===== src/rtl/matrix_store.sv =====
// Playfield occupancy matrix. It merges a committed 4x4 shape one row per cycle and serves a
// combinational row-read port. Define MATRIX_STORE_LINE_CLEAR_EN to add the full-line clear/shift-down scan.
package matrix_store_pkg;
  typedef struct packed {
    logic signed [7:0] x;
    logic signed [7:0] y;
  } point_t;
endpackage

module matrix_store
  import matrix_store_pkg::*;
#(
  parameter int width_p  = 16,
  parameter int height_p = 32
) (
  input  logic                        clk_i,
  input  logic                        reset_n_i,
  input  point_t                      write_addr_i,
  input  logic [3:0][3:0]             write_data_i,
  input  logic                        write_v_i,
  output logic                        is_ready_o,
  input  logic [$clog2(height_p)-1:0] rd_row_addr_i,
  output logic [width_p-1:0]          rd_row_data_o,
  output logic                        clear_v_o,
  output logic [2:0]                  lines_cleared_o,
  output logic                        overflow_o
);

  localparam int AW = $clog2(height_p);
  // Coordinate math is done in 10 bits so x+c / y+k never wrap for 8-bit signed origins.
  localparam int CW = 10;

`ifdef MATRIX_STORE_LINE_CLEAR_EN
  typedef enum logic [1:0] {eIDLE = 2'd0, eMERGE = 2'd1, eSCAN = 2'd2, eDONE = 2'd3} state_e;
`else
  typedef enum logic [1:0] {eIDLE = 2'd0, eMERGE = 2'd1, eDONE = 2'd3} state_e;
`endif

  state_e                                 state_q, state_d;
  point_t                                 addr_q, addr_d;
  logic [3:0][3:0]                        data_q, data_d;
  logic [1:0]                             k_q, k_d;
  logic [height_p-1:0][width_p-1:0]       rows_q, rows_d;
  logic                                   ovf_q, ovf_d;
`ifdef MATRIX_STORE_LINE_CLEAR_EN
  logic [AW-1:0]                          p_q, p_d;
  logic [2:0]                             cnt_q, cnt_d;
`endif

  logic signed [CW-1:0] xs, ys;
  logic [3:0]           row_bits;
  logic [width_p-1:0]   mask;

  // Shape row k placed at columns x..x+3; columns outside the matrix simply never match.
  always_comb begin
    xs       = {{(CW-8){addr_q.x[7]}}, addr_q.x};
    ys       = {{(CW-8){addr_q.y[7]}}, addr_q.y} + CW'(k_q);
    row_bits = data_q[k_q];
    mask     = '0;
    for (int j = 0; j < width_p; j++)
      for (int c = 0; c < 4; c++)
        if (row_bits[c] && ((xs + CW'(c)) == CW'(j))) mask[j] = 1'b1;
  end

  always_comb begin
    state_d = state_q;
    addr_d  = addr_q;
    data_d  = data_q;
    k_d     = k_q;
    rows_d  = rows_q;
    ovf_d   = ovf_q;
`ifdef MATRIX_STORE_LINE_CLEAR_EN
    p_d     = p_q;
    cnt_d   = cnt_q;
`endif
    case (state_q)
      eIDLE: begin
        if (write_v_i) begin
          addr_d  = write_addr_i;
          data_d  = write_data_i;
          k_d     = 2'd0;
`ifdef MATRIX_STORE_LINE_CLEAR_EN
          cnt_d   = 3'd0;
`endif
          state_d = eMERGE;
        end
      end
      eMERGE: begin
        if (ys[CW-1]) begin
          if (row_bits != 4'd0) ovf_d = 1'b1;
        end else begin
          for (int i = 0; i < height_p; i++)
            if (ys == CW'(i)) rows_d[i] = rows_q[i] | mask;
        end
        k_d = k_q + 2'd1;
        if (k_q == 2'd3) begin
`ifdef MATRIX_STORE_LINE_CLEAR_EN
          p_d     = AW'(height_p - 1);
          state_d = eSCAN;
`else
          state_d = eDONE;
`endif
        end
      end
`ifdef MATRIX_STORE_LINE_CLEAR_EN
      eSCAN: begin
        // A cleared row keeps p in place so the row shifted into it gets checked too.
        if (&rows_q[p_q]) begin
          for (int i = 1; i < height_p; i++)
            if (AW'(i) <= p_q) rows_d[i] = rows_q[i-1];
          rows_d[0] = '0;
          if (cnt_q != 3'd4) cnt_d = cnt_q + 3'd1;
        end else if (p_q == '0) begin
          state_d = eDONE;
        end else begin
          p_d = p_q - AW'(1);
        end
      end
`endif
      eDONE:   state_d = eIDLE;
      default: state_d = eIDLE;
    endcase
  end

  always_ff @(posedge clk_i) begin
    if (!reset_n_i) begin
      state_q <= eIDLE;
      addr_q  <= '0;
      data_q  <= '0;
      k_q     <= '0;
      rows_q  <= '0;
      ovf_q   <= 1'b0;
`ifdef MATRIX_STORE_LINE_CLEAR_EN
      p_q     <= '0;
      cnt_q   <= '0;
`endif
    end else begin
      state_q <= state_d;
      addr_q  <= addr_d;
      data_q  <= data_d;
      k_q     <= k_d;
      rows_q  <= rows_d;
      ovf_q   <= ovf_d;
`ifdef MATRIX_STORE_LINE_CLEAR_EN
      p_q     <= p_d;
      cnt_q   <= cnt_d;
`endif
    end
  end

  assign is_ready_o    = reset_n_i && (state_q == eIDLE);
  assign clear_v_o     = reset_n_i && (state_q == eDONE);
  assign overflow_o    = ovf_q;
  assign rd_row_data_o = (32'(rd_row_addr_i) >= 32'(height_p)) ? '1 : rows_q[rd_row_addr_i];
`ifdef MATRIX_STORE_LINE_CLEAR_EN
  assign lines_cleared_o = cnt_q;
`else
  assign lines_cleared_o = 3'd0;
`endif

endmodule


===== config.mk =====
export PLATFORM = sky130hd
export DESIGN_NAME = matrix_store
export DESIGN_NICKNAME = d
export VERILOG_FILES = /design/src/rtl/matrix_store.sv
export SDC_FILE = /design/constraint.sdc
export NUM_CORES = 1
export LEC_CHECK = 0
export CAP_MARGIN = 15
export CORE_MARGIN = 4
export CORE_UTILIZATION = 45
export CTS_CLUSTER_DIAMETER = 50
export CTS_CLUSTER_SIZE = 24
export DETAILED_ROUTE_END_ITERATION = 10
export PLACE_DENSITY_LB_ADDON = 0.2
export RECOVER_POWER = 50
export SKIP_CTS_REPAIR_TIMING = 1
export SLEW_MARGIN = 20
export SYNTH_ARGS = -nofsm -noshare
export SYNTH_HDL_FRONTEND = slang
export SYNTH_SLANG_ARGS = --single-unit

===== constraint.sdc =====
create_clock -name clk_i -period 4.5 [get_ports clk_i]
set_input_delay 0.9 -clock clk_i [delete_from_list [all_inputs] [get_ports clk_i]]
set_output_delay 0.9 -clock clk_i [all_outputs]
set_load 0.05 [all_outputs]

# --- Word-level counts from Yosys, hierarchy flattened ---
# Cells that the tools add are included.
word_totals:
  in_bits: 40
  wordCells: 360
  register_bits: 549
  output_inout_bits: 22
op_classes:
  mux: 73
  n_eq_ne: 96
  add_sub_neg: 5
  bitwise_logic: 33
  order_cmp: 2
  reduce_logical: 110
ops:
  columns: ["op", "n"]
  rows:
  - ["OR 16 bit", 32]
  - ["== test 9 x 5 -> 1 bit (second input constant)", 32]
  - ["== test 9 x 4 -> 1 bit (second input constant)", 16]
  - ["== test 9 x 6 -> 1 bit (second input constant)", 16]
  - ["AND reduction 3 bit", 33]
  - ["binary-select mux 16 bit (select 5 bit)", 1]
  - ["== test 9 x 3 -> 1 bit (second input constant)", 8]
  - ["logical AND 1 bit", 66]
  - ["== test 8 x 5 -> 1 bit (second input constant)", 8]
  - ["two-way mux 1 bit", 64]
  - ["logical NOT 10 bit", 5]
  - ["== test 9 x 2 -> 1 bit (second input constant)", 4]
  - ["== test 8 x 4 -> 1 bit (second input constant)", 4]
  - ["adder 8 x 3 -> 9 bit (second input constant)", 2]
  - ["== test 8 x 3 -> 1 bit (second input constant)", 2]
  - ["two-way mux 16 bit", 1]
  - ["adder 8 x 2 -> 9 bit (second input constant)", 1]
  - ["adder 8 x 3 -> 9 bit", 1]
  - ["binary-select mux 4 bit (select 2 bit)", 1]
  - ["== test 8 x 2 -> 1 bit (second input constant)", 1]
  - ["one-hot mux 2 bit (2 select lines)", 2]
  - ["less-than comparator 5 x 6 -> 1 bit (second input constant)", 1]
  - ["two-way mux 2 bit", 3]
  - ["AND reduction 2 bit", 3]
  - ["other kinds (10)", 12]

# --- Depth between registers and ports, before layout ---
logic_depth:
  depth_word: 8
  ltp_mapped: 12
  mapped_depth_nobuf: 8

# --- Least setup slack after synthesis ---
# Ideal clock, no wire load.
synth_timing:
  kind: "input port to output port"
  startpoint: "input port rd_row_addr_i[0]"
  endpoint: "output port rd_row_data_o[15]"
  stages: 5
  slack_ps: 511
  n_path_buf: 2
  arrival_ps: 3089
  t_required_ps: 3600
  path_cell_list: "clkbuf_1 > buf_1 > mux4_2 > mux4_2 > mux2_2"
synth_via:
  elab_chain_len: 2
synth_rtl:
  columns: ["element", "line", "text"]
  rows:
  - ["start, declared", "22", "input logic [$clog2(height_p)-1:0] rd_row_addr_i,"]
  - ["binary-select mux 16 bit (select 5 bit)", "154", "assign rd_row_data_o = (32'(rd_row_addr_i) >= 32'(height_p)) ? '1 : rows_q[rd_row_addr_i];"]
  - ["two-way mux 16 bit (implied by the code)", "154", null]
  - ["end, declared", "23", "output logic [width_p-1:0] rd_row_data_o,"]
# Every way passes these cells. The select of a mux whose other input is x is not followed.

# --- Final worst setup path ---
layout_timing:
  startpoint: "input port rd_row_addr_i[0]"
  endpoint: "output port rd_row_data_o[14]"
# Same word-level chain as after synthesis.

==> impl.org <==
** Power and ir drop
- Maximum ir drop on the vdd rail :: 0.0002577 V
- The analysis attributes to cell leakage a power of 8.995 nW.
- Power density relative to cell area :: 353.4 nW/um^2

** Global routing
- Final global-route overflow total :: 0
- Maximum number of pins on one net before global-route repair :: 245
- Initial antenna violation count :: 0
- The global routing stage identified its most utilized layer as met2.
- Via count of the first global-routing pass :: 19.26k
- Global routing used 23.90% of the available tracks.
- Fraction of met3 tracks used by global routing :: 3.256%
- Global routing consumed, on the met1 layer, 32.22% of the routing resources.
- The first global-routing pass estimated 112.8 mm of wire.
- Met2 track utilization from global routing :: 39.52%

** Drt
- For this block, the initial DRC count from the detailed router was 2,000.
- In this run the remaining antenna-violating nets after routing total 0.
- In the final routed layout, each cell accounts on average for 21.71 um.
- The routed layout has 20.28k vias.
- The first TritonRoute pass finished after 6 iterations.
- Post-Route WL :: 72.52 mm
- Residual DRC :: 0
- Using the TritonRoute via totals, the vias-per-cell ratio works out to 6.072.

** STA
- The worst pin sits at a relative slew slack of -63.66%.
- Total of endpoints with negative setup slack in the final report :: 0
- Final Hold Slack :: 0.4545 ns
- Setup TNS Final :: 0 ns
- Endpoints failing hold :: 0
- Final Slew Violations :: 245
- Unrepaired setup endpoints after global routing :: false
- Upper clock frequency limit :: 251.1 MHz
- Final clock skew :: 0.02164 ns
- The smallest clock period supported by the final layout is computed as 3.982 ns.
- Actual slew at the worst max-slew pin :: 2.455 ns
- Period Utilization, post-route :: 88.49%

** Run status
- Violations in the final reports :: max-capacitance violations, max-slew violations
- Run status :: finished, violations left

** Final layout
- In the final layout, flip-flops and latches occupy 10,990 um^2.
- Counting the fill cells in the layout gives 4,873.
- Summing all multi-input logic gate instances after layout gives 12,720 um^2.
- Once layout is complete, the utilization of the core stands at 51.38%.
- In the final layout, the share of cells above drive strength 1 is 17.52%.
- Relative to the synthesized area, the layout overhead comes to 12.25%.
- Final-stage net count :: 2,652

** Floorplan
- The total area inside the core boundary comes to 54,130 um^2.
- Measured along the x axis, the die boundary spans 242.7 um.
- In this run the vertical extent of the chip is 242.7 um.
- For this configuration, the core starts out at a cell density of 45.77%.
- DIE AREA :: 58,880 um^2
- Num ports :: 62
- Placement row count :: 85

** Job
- Max-capacitance violation count :: 1

** Yosys
- Most common flop cell mapped by yosys :: sky130_fd_sc_hd__dfxtp_1
- Synthesis instantiated 78 different standard cells from the library.
- Yosys mapped a number of flops with a built-in enable equal to 0.
- Gate Count Post-Synth :: 2,630
- After synthesis the cells add up to 24,780 um^2.
- Post-Synthesis Mean Instance Area :: 9.422 um^2
- Share of the yosys chip area belonging to registers :: 44.35%
- Synth area leaders :: sky130_fd_sc_hd__dfxtp_1, sky130_fd_sc_hd__mux4_2, sky130_fd_sc_hd__o21ai_0
- Synthesis inferred 549 register bits.
- The top cell type by area accounts for 44.35% of the synthesized area.
- After synthesis, the share of flip-flops with an asynchronous set or reset is 0%.
- Yosys top cell by area :: sky130_fd_sc_hd__dfxtp_1
- Yosys warning count :: 0

** Hold path
- Launch instance of the worst min-delay path :: rows_q[486]$_SDFFE_PN0P_
- In this run the worst hold path is classified as flip-flop to flip-flop.

** Critical path
- Critical path fanouts, max :: 24
- STA classifies the critical path endpoint as an output port.
- Endpoint arrival time on the critical path :: 3.08 ns
- In this run the critical register-to-register path is launched from k_q[0]$_SDFFE_PN0P_.
- Kind of start point of the critical path :: input pin
- Req. time, crit path :: 3.60 ns
- Critical path class :: input pin to output port
- Worst setup path startpoint :: rd_row_addr_i[0]

** Clock network
- Clock tree synthesis selected as its root buffer the cell sky130_fd_sc_hd__clkbuf_16.
- In this run the deepest clock path goes through 3 buffers.
- Clock insertion delay at the later pin of the skew report :: 0.60 ns
- The clock tree synthesis step divided the H-tree into 2 levels.
- Clk pin slew, worst setup/hold paths :: 0.08 ns
- Inserted Clock Buffers :: 49
- TritonCTS built the clock tree.
- The clock net in this run drives a total of 549 sinks.

** Placement
- Count of input and output buffers :: 58
- At the end of routability-driven placement, the weighted congestion stood at 0.8813.
- Once detailed placement completed, the half-perimeter wirelength came to 48.84 mm.
==> synthesized netlist by cell type (35+ instances only) <==
| master | count |
|---|---|
| sky130_fd_sc_hd__a21oi_1 | 178 |
| sky130_fd_sc_hd__inv_1 | 35 |
| sky130_fd_sc_hd__mux4_2 | 162 |
| sky130_fd_sc_hd__clkbuf_1 | 157 |
| sky130_fd_sc_hd__o21ai_1 | 66 |
| sky130_fd_sc_hd__dfxtp_1 | 549 |
| sky130_fd_sc_hd__o21a_1 | 66 |
| sky130_fd_sc_hd__buf_2 | 68 |
| sky130_fd_sc_hd__nand2_1 | 312 |
| sky130_fd_sc_hd__nor3_1 | 67 |
| sky130_fd_sc_hd__a21boi_0 | 51 |
| sky130_fd_sc_hd__o21ai_0 | 397 |
| sky130_fd_sc_hd__nor2_1 | 184 |
==> cells by family (layout without fill, tap and decap cells) <==
logic type	count (synthesis)	in the layout	synth area share (%)
flip-flops	549	549	44.35
adder cells (fa/ha/maj)	7	7	0.3838
XOR/XNOR	8	8	0.2828
multiplexers	181	181	15.71
AO/OA/AOI/OAI	904	904	21.96
other	1	4	0.01513
buffers and inverters	284	295	4.832
AND/OR/NAND/NOR	696	696	12.46
==> layer usage <==
metal  vias to the layer above  share of wire [%]
li1                       9504                  -
met1                      9924                 43
met2                       708                 48
met3                       145                5.7
met4                         0                3.6
met5                         -                  0
==> final timing paths <==
check	endpoint	slack, ns	depth (start not counted)
max	rd_row_data_o[14]	0.52	6
min	rows_q[486]$_SDFFE_PN0P_	0.45	2
max reg2reg	rows_q[61]$_SDFFE_PN0P_	0.57	9
min reg2reg	rows_q[486]$_SDFFE_PN0P_	0.45	2
==> placed cells by master (no fill, tap or decap), drive strengths merged, types with 9 or more instances in the layout <==
master and n:
mux4 164, nor4 18, a21oi 179, clkbuf 75, a21boi 53, o21ba 32, dfxtp 549, o31a 32
buf 114, a32oi 33, nand2 312, nor2 184, clkinv 16, nand4 9, inv 46, clkdlybuf4s50 33
o21ai 463, nand3 29, mux2 17, o21a 66, and3 20, nor3 73
==> power breakdown <==
part	internal [mW]	leakage, nW	total, mW	switching (mW)
sequential	4.87	4.42	4.91	0.0318
combinational	0.202	3.77	0.591	0.389
clock	2.32	0.801	4.33	2.02
==> sequential cells by signal, indices dropped and copies added, names as in the netlist <==
name        flops
rows_q        512
data_q         16
state_q         2
k_q             2
addr_q         16
overflow_o      1
==> cell type report <==
cell class / instances / area share (%)
Sequential cell: 549 / 39.51
Timing Repair Buffer: 170 / 5.223
Clock inverter: 33 / 1.224
Multi-Input combinational cell: 1799 / 45.72
Antenna cell: 1 / 0.008997
Inverter: 36 / 0.4858
Clock buffer: 56 / 4.692
Tap cell: 696 / 3.131
==> critical path, cell delays in order <==
cell                       delay [ns]
sky130_fd_sc_hd__clkbuf_8        0.29
sky130_fd_sc_hd__buf_12          0.26
sky130_fd_sc_hd__mux4_2          0.53
sky130_fd_sc_hd__mux4_2          0.53
sky130_fd_sc_hd__mux2_2          0.32
sky130_fd_sc_hd__buf_4           0.20
==> per-stage QoR <==
step	std cells	area, um^2	setup WS, ns	power, mW
6_report	3340	27810	0.5178	9.828
5_1_grt	3339	27810	0.2951	10.15
4_1_cts	3337	27960	0.5013	9.918
3_5_place_dp	3248	26320	0.5040	5.617
3_3_place_gp	3248	26320	0.5242	5.604
2_1_floorplan	2632	24790	0.5109	5.418
(Power assumes the default switching activity.)
